## config.mk

```make
export PLATFORM = sky130hd
export DESIGN_NAME = fourteen_to_one_serializer_fsm
export DESIGN_NICKNAME = d
export VERILOG_FILES = /design/src/rtl/fourteen_to_one_serializer_fsm_pkg.sv /design/src/rtl/fourteen_to_one_serializer_fsm_shreg.sv /design/src/rtl/fourteen_to_one_serializer_fsm.sv
export SDC_FILE = /design/constraint.sdc
export NUM_CORES = 1
export LEC_CHECK = 0
export BUFFER_PORTS_ARGS = -buffer_cell sky130_fd_sc_hd__clkbuf_2
export CORE_MARGIN = 2
export CORE_UTILIZATION = 30
export CTS_CLUSTER_SIZE = 20
export DETAILED_ROUTE_END_ITERATION = 16
export PLACE_DENSITY = 0.48
export SYNTH_ARGS = -nofsm -noshare
export SYNTH_HDL_FRONTEND = slang
export SYNTH_SLANG_ARGS = --single-unit
export TNS_END_PERCENT = 30
```

## constraint.sdc

```tcl
create_clock -name clock -period 2.1 [get_ports clock]
set_input_delay 0.42 -clock clock [delete_from_list [all_inputs] [get_ports clock]]
set_output_delay 0.42 -clock clock [all_outputs]
set_load 0.05 [all_outputs]
```

## src/rtl/fourteen_to_one_serializer_fsm_pkg.sv

```systemverilog
// Shared definitions for the 14-bit serializer and its matching deserializer.
// State codes and default word width are common to both ends of the link.
package fourteen_to_one_serializer_fsm_pkg;

  localparam int WIDTH_DEF = 14;
  localparam int CW_DEF    = 4;

  localparam logic [1:0] IDLE = 2'b00;
  localparam logic [1:0] SEND = 2'b01;
  localparam logic [1:0] DONE = 2'b10;

  typedef struct packed {
    logic ss;
    logic data_out;
  } line_t;

  localparam line_t LINE_IDLE = '{
    ss:       1'b1,
    data_out: 1'b0
  };

  // 2'b11 is unreachable in normal operation; it falls back to IDLE.
  function automatic logic [1:0] fsm_next(
    input logic [1:0] s,
    input logic       load,
    input logic       ack,
    input logic       last
  );
    logic [1:0] n;
    n = IDLE;
    unique case (s)
      IDLE:    n = load ? SEND : IDLE;
      SEND:    n = last ? DONE : SEND;
      DONE:    n = ack  ? IDLE : DONE;
      default: n = IDLE;
    endcase
    return n;
  endfunction

endpackage

```

## src/rtl/fourteen_to_one_serializer_fsm_shreg.sv

```systemverilog
// Parallel-load shift register presenting its MSB.
// Load wins over shift when both are asserted.
module shift_register_pload_msb
  import fourteen_to_one_serializer_fsm_pkg::*;
#(
  parameter int WIDTH = WIDTH_DEF
) (
  input  logic             clk,
  input  logic             resetn,
  input  logic             load,
  input  logic             enable,
  input  logic [WIDTH-1:0] d,
  output logic             q_msb
);

  logic [WIDTH-1:0] q;

  always_ff @(posedge clk or negedge resetn) begin
    if (!resetn) begin
      q <= '0;
    end else if (load) begin
      q <= d;
    end else if (enable) begin
      q <= {q[WIDTH-2:0], 1'b0};
    end
  end

  assign q_msb = q[WIDTH-1];

endmodule

```

## src/rtl/fourteen_to_one_serializer_fsm.sv

```systemverilog
// Framed MSB-first serializer: ss low for WIDTH cycles, data lags ss by one.
// Feeds the 1-to-14 FSM deserializer in the same clock domain.
module fourteen_to_one_serializer_fsm
  import fourteen_to_one_serializer_fsm_pkg::*;
#(
  parameter int WIDTH = WIDTH_DEF,
  parameter int CW    = CW_DEF
) (
  input  logic             clock,
  input  logic             resetn,
  input  logic             load,
  input  logic [WIDTH-1:0] data_in,
  input  logic             ack,
  output logic             ss,
  output logic             data_out,
  output logic             busy,
  output logic             done,
  output logic [1:0]       y_Q
);

  logic [1:0]    state;
  logic [1:0]    state_n;
  logic [CW-1:0] cnt;
  logic          accept;
  logic          shifting;
  logic          last;
  logic          release_done;
  logic          illegal;
  logic          sh_msb;
  line_t         line_q;

  assign accept       = (state == IDLE) && load;
  assign shifting     = (state == SEND);
  assign last         = shifting && (cnt == CW'(WIDTH - 1));
  assign release_done = (state == DONE) && ack;
  assign illegal      = (state == 2'b11);
  assign state_n      = fsm_next(state, load, ack, last);

  shift_register_pload_msb #(
    .WIDTH (WIDTH)
  ) u_shreg (
    .clk    (clock),
    .resetn (resetn),
    .load   (accept),
    .enable (shifting),
    .d      (data_in),
    .q_msb  (sh_msb)
  );

  always_ff @(posedge clock or negedge resetn) begin
    if (!resetn) begin
      state <= IDLE;
    end else begin
      state <= state_n;
    end
  end

  always_ff @(posedge clock or negedge resetn) begin
    if (!resetn) begin
      cnt <= '0;
    end else if (accept) begin
      cnt <= '0;
    end else if (shifting) begin
      cnt <= cnt + 1'b1;
    end
  end

  // ss rises on the edge that launches the last bit, so data trails ss by one.
  always_ff @(posedge clock or negedge resetn) begin
    if (!resetn) begin
      line_q <= LINE_IDLE;
    end else begin
      unique case (1'b1)
        accept: begin
          line_q.ss <= 1'b0;
        end
        shifting: begin
          line_q.data_out <= sh_msb;
          if (last) begin
            line_q.ss <= 1'b1;
          end
        end
        release_done: begin
          line_q.data_out <= 1'b0;
        end
        illegal: begin
          line_q <= LINE_IDLE;
        end
        default: begin
          line_q <= line_q;
        end
      endcase
    end
  end

  assign ss       = line_q.ss;
  assign data_out = line_q.data_out;
  assign busy     = (state != IDLE);
  assign done     = (state == DONE);
  assign y_Q      = state;

endmodule
```

==> Yosys cells after proc, flatten, opt, wreduce, memory -nomap -nowiden <==
Index checks and enable logic that the tools add are counted.
{ "totals": {"in_bits": 18, "out_inout_bits": 6, "word_cells": 32, "register_bits": 22} }
{ "classes": {"n_reduce_logical": 10, "mux": 11, "n_eq_ne": 5, "add_sub_neg": 1} }
{ "ops": {"columns": ["cell", "n"], "rows": [
  ["$mux W14", 2],
  ["$mux W4", 2],
  ["$pmux W2 S3", 1],
  ["$reduce_bool A2 Y1", 3],
  ["$add A4 B1 Y4 const B", 1],
  ["$eq A2 B2 Y1 const B", 2],
  ["$eq A4 B4 Y1 const B", 1],
  ["$mux W2", 2],
  ["$logic_and A1 B1 Y1", 3],
  ["$pmux W1 S3", 1],
  ["$reduce_bool A3 Y1", 1],
  ["$eq A2 B1 Y1 const B", 1],
  ["$logic_not A2 Y1", 1],
  ["$mux W1", 2],
  ["$ne A2 B1 Y1 const B", 1],
  ["$pmux W1 S2", 1],
  ["$reduce_and A2 Y1", 1],
  ["$reduce_or A2 Y1", 1]
]} }

==> Logic depth before layout (Yosys ltp) <==
Gate-level depths: netlist (run 1).
{ "depth": {"word_depth": 4, "mapped_depth": 5, "mapped_depth_nobuf": 5} }

==> Hierarchy <==
Synthesis (run 1) repeated with hierarchy kept, for this count alone.
{ "unflattened": {"cells_unflattened": 101, "hier_area_um2": 1083.5} }
{ "by_module_without_submodules": {"columns": ["module", "n_inst", "area_each_um2", "cells_each", "seq_area_each_um2"], "rows": [
  ["shift_register_pload_msb", 1, 655.6, 61, 350.3],
  ["fourteen_to_one_serializer_fsm", 1, 427.9, 40, 201.4]
]} }

==> Worst setup path after synthesis (run 1) <==
Ideal clock, no wire load.
{ "synth_path": {"path_type": "register to output", "start": "reg state[0] (netlist: y_Q[0])", "end": "out done", "slack_ns": 0.049, "n_path_buf": 2, "arrival_time_ns": 1.631, "t_required_ns": 1.680, "path_stages_with_launch": 4, "cell_sequence": "dfrtp_1 > buf_6 > buf_6 > nor2_1"} }
{ "synth_via": {"elab_chain_cells": 1} }
{ "synth_rtl": {"columns": ["element", "line_no", "source"], "rows": [
  ["start, declared", "fourteen_to_one_serializer_fsm.sv:21", "logic [1:0] state;"],
  ["start signal, assigned", "fourteen_to_one_serializer_fsm.sv:54", "state <= state_n;"],
  ["$eq A2 B2 Y1", "fourteen_to_one_serializer_fsm.sv:99", "assign done = (state == DONE);"],
  ["end, declared", "fourteen_to_one_serializer_fsm.sv:17", "output logic done,"]
]} }
Every way passes these cells.

==> Final worst setup path (run 1) <==
{ "layout_path": {"start": "reg state[0] (netlist: y_Q[0])", "end": "out busy"} }
{ "layout_via": {"elab_chain_cells": 1} }
{ "layout_rtl": {"columns": ["element", "line_no", "source"], "rows": [
  ["$reduce_bool A2 Y1", "fourteen_to_one_serializer_fsm.sv:98", "assign busy = (state != IDLE);"],
  ["end, declared", "fourteen_to_one_serializer_fsm.sv:16", "output logic busy,"]
]} }
Every way passes these cells.

==> flow_metrics.py, run 1 <==
metrics = {
    "sta": {
        "timing.fmax_mhz": 612,
        "min_period_over_period": 0.779,
        "max-slew-margin-rel": 0.624,
        "rsz0062_at_grt": "no",
        "finalHoldViolCount": 0,
        "setup_viol": 0,
        "tns_ns": 0,
        "finalMaxSlewViolations": 0,
        "worst_slack_ns": 0.465,
        "worst_pin_slew_ns": 0.565,
        "timing.final.crit_period_ns": 1.63,
        "holdWs_ns": 0.140,
        "clock_skew_ns": 0.00281,
    },
    "floorplanning": {
        "start_util": 0.308,
        "die_w_um": 65.0,
        "pin_count": 24,
        "placementRows": 22,
        "die_y_um": 65.0,
        "die-area_um2": 4230,
        "core_area_um2": 3630,
    },
    "route": {
        "antenna_left": 0,
        "drt_iter0_drc": 33,
        "wirelength_um": 2200,
        "wl_per_cell_um": 12.1,
        "drcViolationCount": 0,
        "dr.pass1.iters": 4,
        "vias": 858,
        "vias_per_cell": 4.74,
    },
    "global_route": {
        "grt_pass1_wl_um": 3750,
        "antenna_found_initial": 0,
        "grt_use_total": 0.114,
        "grt_max_degree": 23,
        "grt_overflow": 0,
        "grt_pass1_vias": 855,
    },
    "logic_synthesis": {
        "netlist_instances": 110,
        "synth-seq-cells": 22,
        "seq_area_frac_synth": 0.494,
        "avgSynthCellArea_um2": 10.2,
        "synth-async-reset-ratio": 1.00,
        "synth_cell_type_count": 32,
        "synth_area_leaders": "dfrtp_1, nand2_1, and3b_2",
        "yosysMostFrequentCell": "dfrtp_1",
        "yosysTopAreaCellShare": 0.470,
        "yosys-top-cells-count": "dfrtp_1, nand2_1, o21ai_1",
        "ys_warn_count": 0,
        "synth_ff_type": "dfrtp_1",
        "synth-edff-count": 0,
        "yosysTopAreaCell": "dfrtp_1",
        "synthesis.area_um2": 1120,
        "synth_nets": 130,
    },
    "power": {
        "ir_drop_mv": 0.404,
        "seq_power_share": 0.448,
        "comb_power_share": 0.356,
        "p_int_mw": 0.969,
        "clock_power_share": 0.195,
        "leakagePower_nw": 0.635,
        "p_sw_frac": 0.371,
        "power_switching_mw": 0.571,
        "powerDensity_nw_per_um2": 1180,
    },
    "final_layout": {
        "area_delta_synth_final_pct": 16.9,
        "antennaDiodeCount": 0,
        "fin_util": 0.360,
        "drive_above_1_share": 0.316,
        "fill_cells": 384,
        "seq_area_um2": 552,
        "multi_input_area_um2": 494,
        "fin_nets": 154,
    },
    "critical_path": {
        "start_kind": "flop",
        "cp_max_fo": 6,
        "worstSetupPathType": "reg2out",
        "critPathArrivalTime_ns": 1.21,
        "required_ns": 1.68,
        "endpoint_kind": "output port",
    },
    "placed_design": {
        "dp_slack_ns": 0.704,
        "hpwl_um": 1540,
        "gp_congestion": 0.683,
        "port_buffers": 23,
    },
    "cts": {
        "cts_buffer_depth": 2,
        "cts_hold_buf": 0,
        "cts_setup_buffers": 0,
        "numCtsBuffers": 3,
        "cts_tree": "yes",
        "root_buffer": "clkbuf_8",
        "htreeDepth": 1,
        "clkSinkCount": 22,
        "clk_pin_slew_ns": 0.08,
        "cts_resized": 0,
        "insertion_delay_ns": 0.26,
    },
    "worst_hold_path": {
        "hold_class": "in2async",
    },
    "outcome": {
        "outcome": "complete, no violations",
    },
    "flow_run": {
        "cap_violations": 0,
    },
}
[layout make-up]
class,count,share of cell area
flip-flops and latches,22,0.422
multi-input cells,79,0.378
repair buffers,26,0.105
well taps,48,0.0460
clock buffers,4,0.0421
inverters,2,0.00575
[worst max-delay path, cell delays in order, from the launching register on]
cell	delay (ns)
dfrtp_1	0.44
or2_2	0.29
clkbuf_2	0.24
[cells in the final DEF (no fill, tap or decap), types with 2 or more instances in the layout]
master    count
a22oi_1       3
nand3_1       2
buf_4         3
a21oi_1       9
ha_1          2
clkbuf_2     23
clkbuf_8      4
inv_1         2
nand2_1      19
dfrtp_1      21
and3b_1       5
o21ai_0       8
and3b_2       5
nor2_1        3
o21ai_1      10
[through the flow]
stage,instance area [um^2],power (mW),instances
2_1_floorplan,1120,1.14,110
3_3_place_gp,1250,1.25,177
3_5_place_dp,1250,1.26,177
4_1_cts,1310,1.56,181
5_1_grt,1310,1.66,181
6_report,1310,1.54,181
[metal layers]
| layer | wire (um) | track usage | vias up | share of wire |
|---|---|---|---|---|
| li1 | - | - | 437 | - |
| met1 | 1040 | 0.141 | 408 | 0.47 |
| met2 | 1050 | 0.196 | 11 | 0.48 |
| met3 | 87 | 0.0226 | 2 | 0.040 |
| met4 | 20 | 0.0469 | 0 | 0.0091 |
| met5 | 0 | 0 | - | 0 |
[power by group through the flow]
stage / clock network [mW] / registers, mW / logic (mW)
2_1_floorplan: 0 / 0.754 / 0.388
6_report: 0.301 / 0.690 / 0.549
3_5_place_dp: 0 / 0.696 / 0.561
5_1_grt: 0.333 / 0.714 / 0.613
4_1_cts: 0.315 / 0.690 / 0.560
3_3_place_gp: 0 / 0.696 / 0.552
[worst paths after layout]
path / startpoint / endpoint / slack [ns] / cells past startpoint
setup / recovery: y_Q[0]$_DFF_PN0_ / busy / 0.47 / 2
hold / removal: resetn / u_shreg.q[5]$_DFFE_PN0P_ / 0.14 / 1
hold reg to reg: u_shreg.q[1]$_DFFE_PN0P_ / u_shreg.q[1]$_DFFE_PN0P_ / 0.49 / 2
min in group clock: data_in[0] / u_shreg.q[0]$_DFFE_PN0P_ / 0.41 / 2
max in group asynchronous: resetn / ss$_DFFE_PN1P_ / 1.59 / 1
setup reg to reg: y_Q[0]$_DFF_PN0_ / cnt[3]$_DFFE_PN0P_ / 0.69 / 4
[flip-flops by register name, summed over array words and instances (netlist names)]
signal     count
cnt            4
u_shreg.q     14
ss             1
y_Q            2
data_out       1
[cell families (layout without fill, tap and decap cells)]
logic type	Yosys count	in the layout	share of synthesized area
simple gates	38	38	0.192
compound gates	37	37	0.209
flops	22	22	0.494
buf+inv	9	32	0.0638
fa+ha+maj	2	2	0.0224
mux	2	2	0.0190
Note: power is estimated with default switching activity, not from simulation.
==> run 2, diff against run 1 <==
clock period = 1.6 ns   (was 2.1 ns; I/O delays follow)
==> run 2 against run 1 <==
Final cell count is the same. Largest power group unchanged. Highest routed layer unchanged. Sequential share of layout area shrank 1.6 points. Count of clock-buffer cells in the layout shrank 1. Critical path type unchanged.
==> flow_metrics.py, run 2 (synthesis gave the netlist of run 1 again) <==
metrics = {
    "outcome": {
        "outcome": "complete, no violations",
    },
    "power": {
        "ir_drop_mv": 0.771,
        "seq_power_share": 0.413,
        "powerDensity_nw_per_um2": 1600,
        "p_int_mw": 1.42,
        "power_switching_mw": 0.760,
        "leakagePower_nw": 0.656,
        "comb_power_share": 0.352,
        "clock_power_share": 0.235,
        "p_sw_frac": 0.349,
    },
    "route": {
        "drt_iter0_drc": 17,
        "wirelength_um": 2170,
        "vias_per_cell": 4.66,
        "drcViolationCount": 0,
        "wl_per_cell_um": 12.0,
        "antenna_left": 0,
        "vias": 844,
        "dr.pass1.iters": 4,
    },
    "cts": {
        "root_buffer": "clkbuf_8",
        "clkSinkCount": 22,
        "insertion_delay_ns": 0.26,
        "numCtsBuffers": 3,
        "cts_setup_buffers": 0,
        "cts_tree": "yes",
        "htreeDepth": 1,
        "cts_buffer_depth": 2,
        "clk_pin_slew_ns": 0.08,
    },
    "final_layout": {
        "largest_reg_flops": 14,
        "stdcell_count": 181,
        "fin_util": 0.374,
        "layout_common_cells": "dfrtp_1, clkbuf_2, nand2_1",
        "finish.instance_area_um2": 1360,
        "drive_above_1_share": 0.323,
        "fill_cells": 388,
        "antennaDiodeCount": 0,
        "seq_area_um2": 552,
        "multi_input_area_um2": 502,
        "largest-register": "u_shreg.q",
        "fin_nets": 154,
        "area_delta_synth_final_pct": 21.5,
    },
    "critical_path": {
        "critPathArrivalTime_ns": 1.19,
        "cp_max_fo": 34,
        "r2r_slack_ns": 0.34,
        "critPathMaxStageDelay_ns": 0.41,
        "endpoint_kind": "output port",
        "worstSetupPathType": "reg2out",
        "start_kind": "flop",
        "critPathTopFamily": "buffers and inverters",
        "worst-path-buf-inv": 2,
        "crit_chain": "buf_12, nor2_4, buf_2",
        "r2r_end": "u_shreg.q[4]$_DFFE_PN0P_",
        "cp.depth": 3,
        "timing.rr.start": "y_Q[1]$_DFF_PN0_",
        "required_ns": 1.28,
        "r2r_cells": 5,
        "crit_slowest_cell": "dfrtp_1",
    },
    "sta": {
        "finalMaxSlewViolations": 0,
        "tns_ns": 0,
        "max-slew-margin-rel": 0.627,
        "rsz0062_at_grt": "no",
        "timing.fmax_mhz": 661,
        "min_period_over_period": 0.946,
        "worst_pin_slew_ns": 0.559,
        "clock_skew_ns": 0.00324,
        "timing.final.crit_period_ns": 1.51,
        "setup_viol": 0,
        "finalHoldViolCount": 0,
    },
    "floorplanning": {
        "die_w_um": 65.0,
        "placementRows": 22,
        "die-area_um2": 4230,
        "core_area_um2": 3630,
        "start_util": 0.308,
        "die_y_um": 65.0,
        "pin_count": 24,
    },
    "placed_design": {
        "gp_congestion": 0.705,
        "dpl.cell_count": 177,
        "place_area_um2": 1290,
        "port_buffers": 23,
        "hpwl_um": 1560,
    },
    "worst_hold_path": {
        "hold_class": "in2async",
    },
    "global_route": {
        "grt_pass1_vias": 907,
        "antenna_found_initial": 0,
        "grt_pass1_wl_um": 4010,
        "grt_use_total": 0.120,
        "grt_overflow": 0,
        "grt_max_degree": 35,
    },
    "flow_run": {
        "cap_violations": 0,
    },
}
==> run 2: worst max-delay path by stage <==
| stage | slack [ns] | startpoint | endpoint |
|---|---|---|---|
| floorplan | -0.10 | y_Q[0]$_DFF_PN0_ | busy |
| global placement | 0.34 | y_Q[0]$_DFF_PN0_ | u_shreg.q[2]$_DFFE_PN0P_ |
| detailed placement | 0.32 | y_Q[1]$_DFF_PN0_ | u_shreg.q[4]$_DFFE_PN0P_ |
| CTS | 0.05 | y_Q[0]$_DFF_PN0_ | done |
| global route | 0.009 | y_Q[0]$_DFF_PN0_ | done |
| finish | 0.09 | y_Q[0]$_DFF_PN0_ | done |
==> run 2: timing repair <==
item,CTS,global route
hold buffers,0,0
gates resized for setup,0,1
setup endpoints to repair,0,1
==> run 2: per-layer routing <==
metal  wire length [um]  GRT usage  vias up
met5                  0          0        -
met4                 20     0.0313        0
met3                 79     0.0313        2
met2               1110      0.214       14
met1                952      0.144      395
li1                   -          -      433
==> run 2: area by class of cell <==
| cell class | instances | area share |
|---|---|---|
| Sequential cell | 22 | 0.406 |
| Multi-Input combinational cell | 79 | 0.370 |
| Timing Repair Buffer | 26 | 0.122 |
| Tap cell | 48 | 0.0442 |
| Clock buffer | 3 | 0.0304 |
| Clock inverter | 1 | 0.0221 |
| Inverter | 2 | 0.00553 |
==> run 2: stage by stage <==
step,total power [mW],hold slack [ns],worst slack (ns)
after floorplan,1.51,0.0244,-0.103
after global placement,1.69,0.336,0.342
after detailed placement,1.70,0.337,0.320
after CTS,2.21,0.0454,0.0547
after global routing,2.36,0.0599,0.00875
final,2.18,0.0361,0.0862
==> run 2: power groups by stage <==
stage | Sequential, mW | Clock [mW] | Combinational, mW
final | 0.900 | 0.513 | 0.766
after global routing | 0.933 | 0.559 | 0.871
after CTS | 0.902 | 0.530 | 0.783
after detailed placement | 0.914 | 0 | 0.782
after global placement | 0.912 | 0 | 0.777
after floorplan | 0.990 | 0 | 0.515
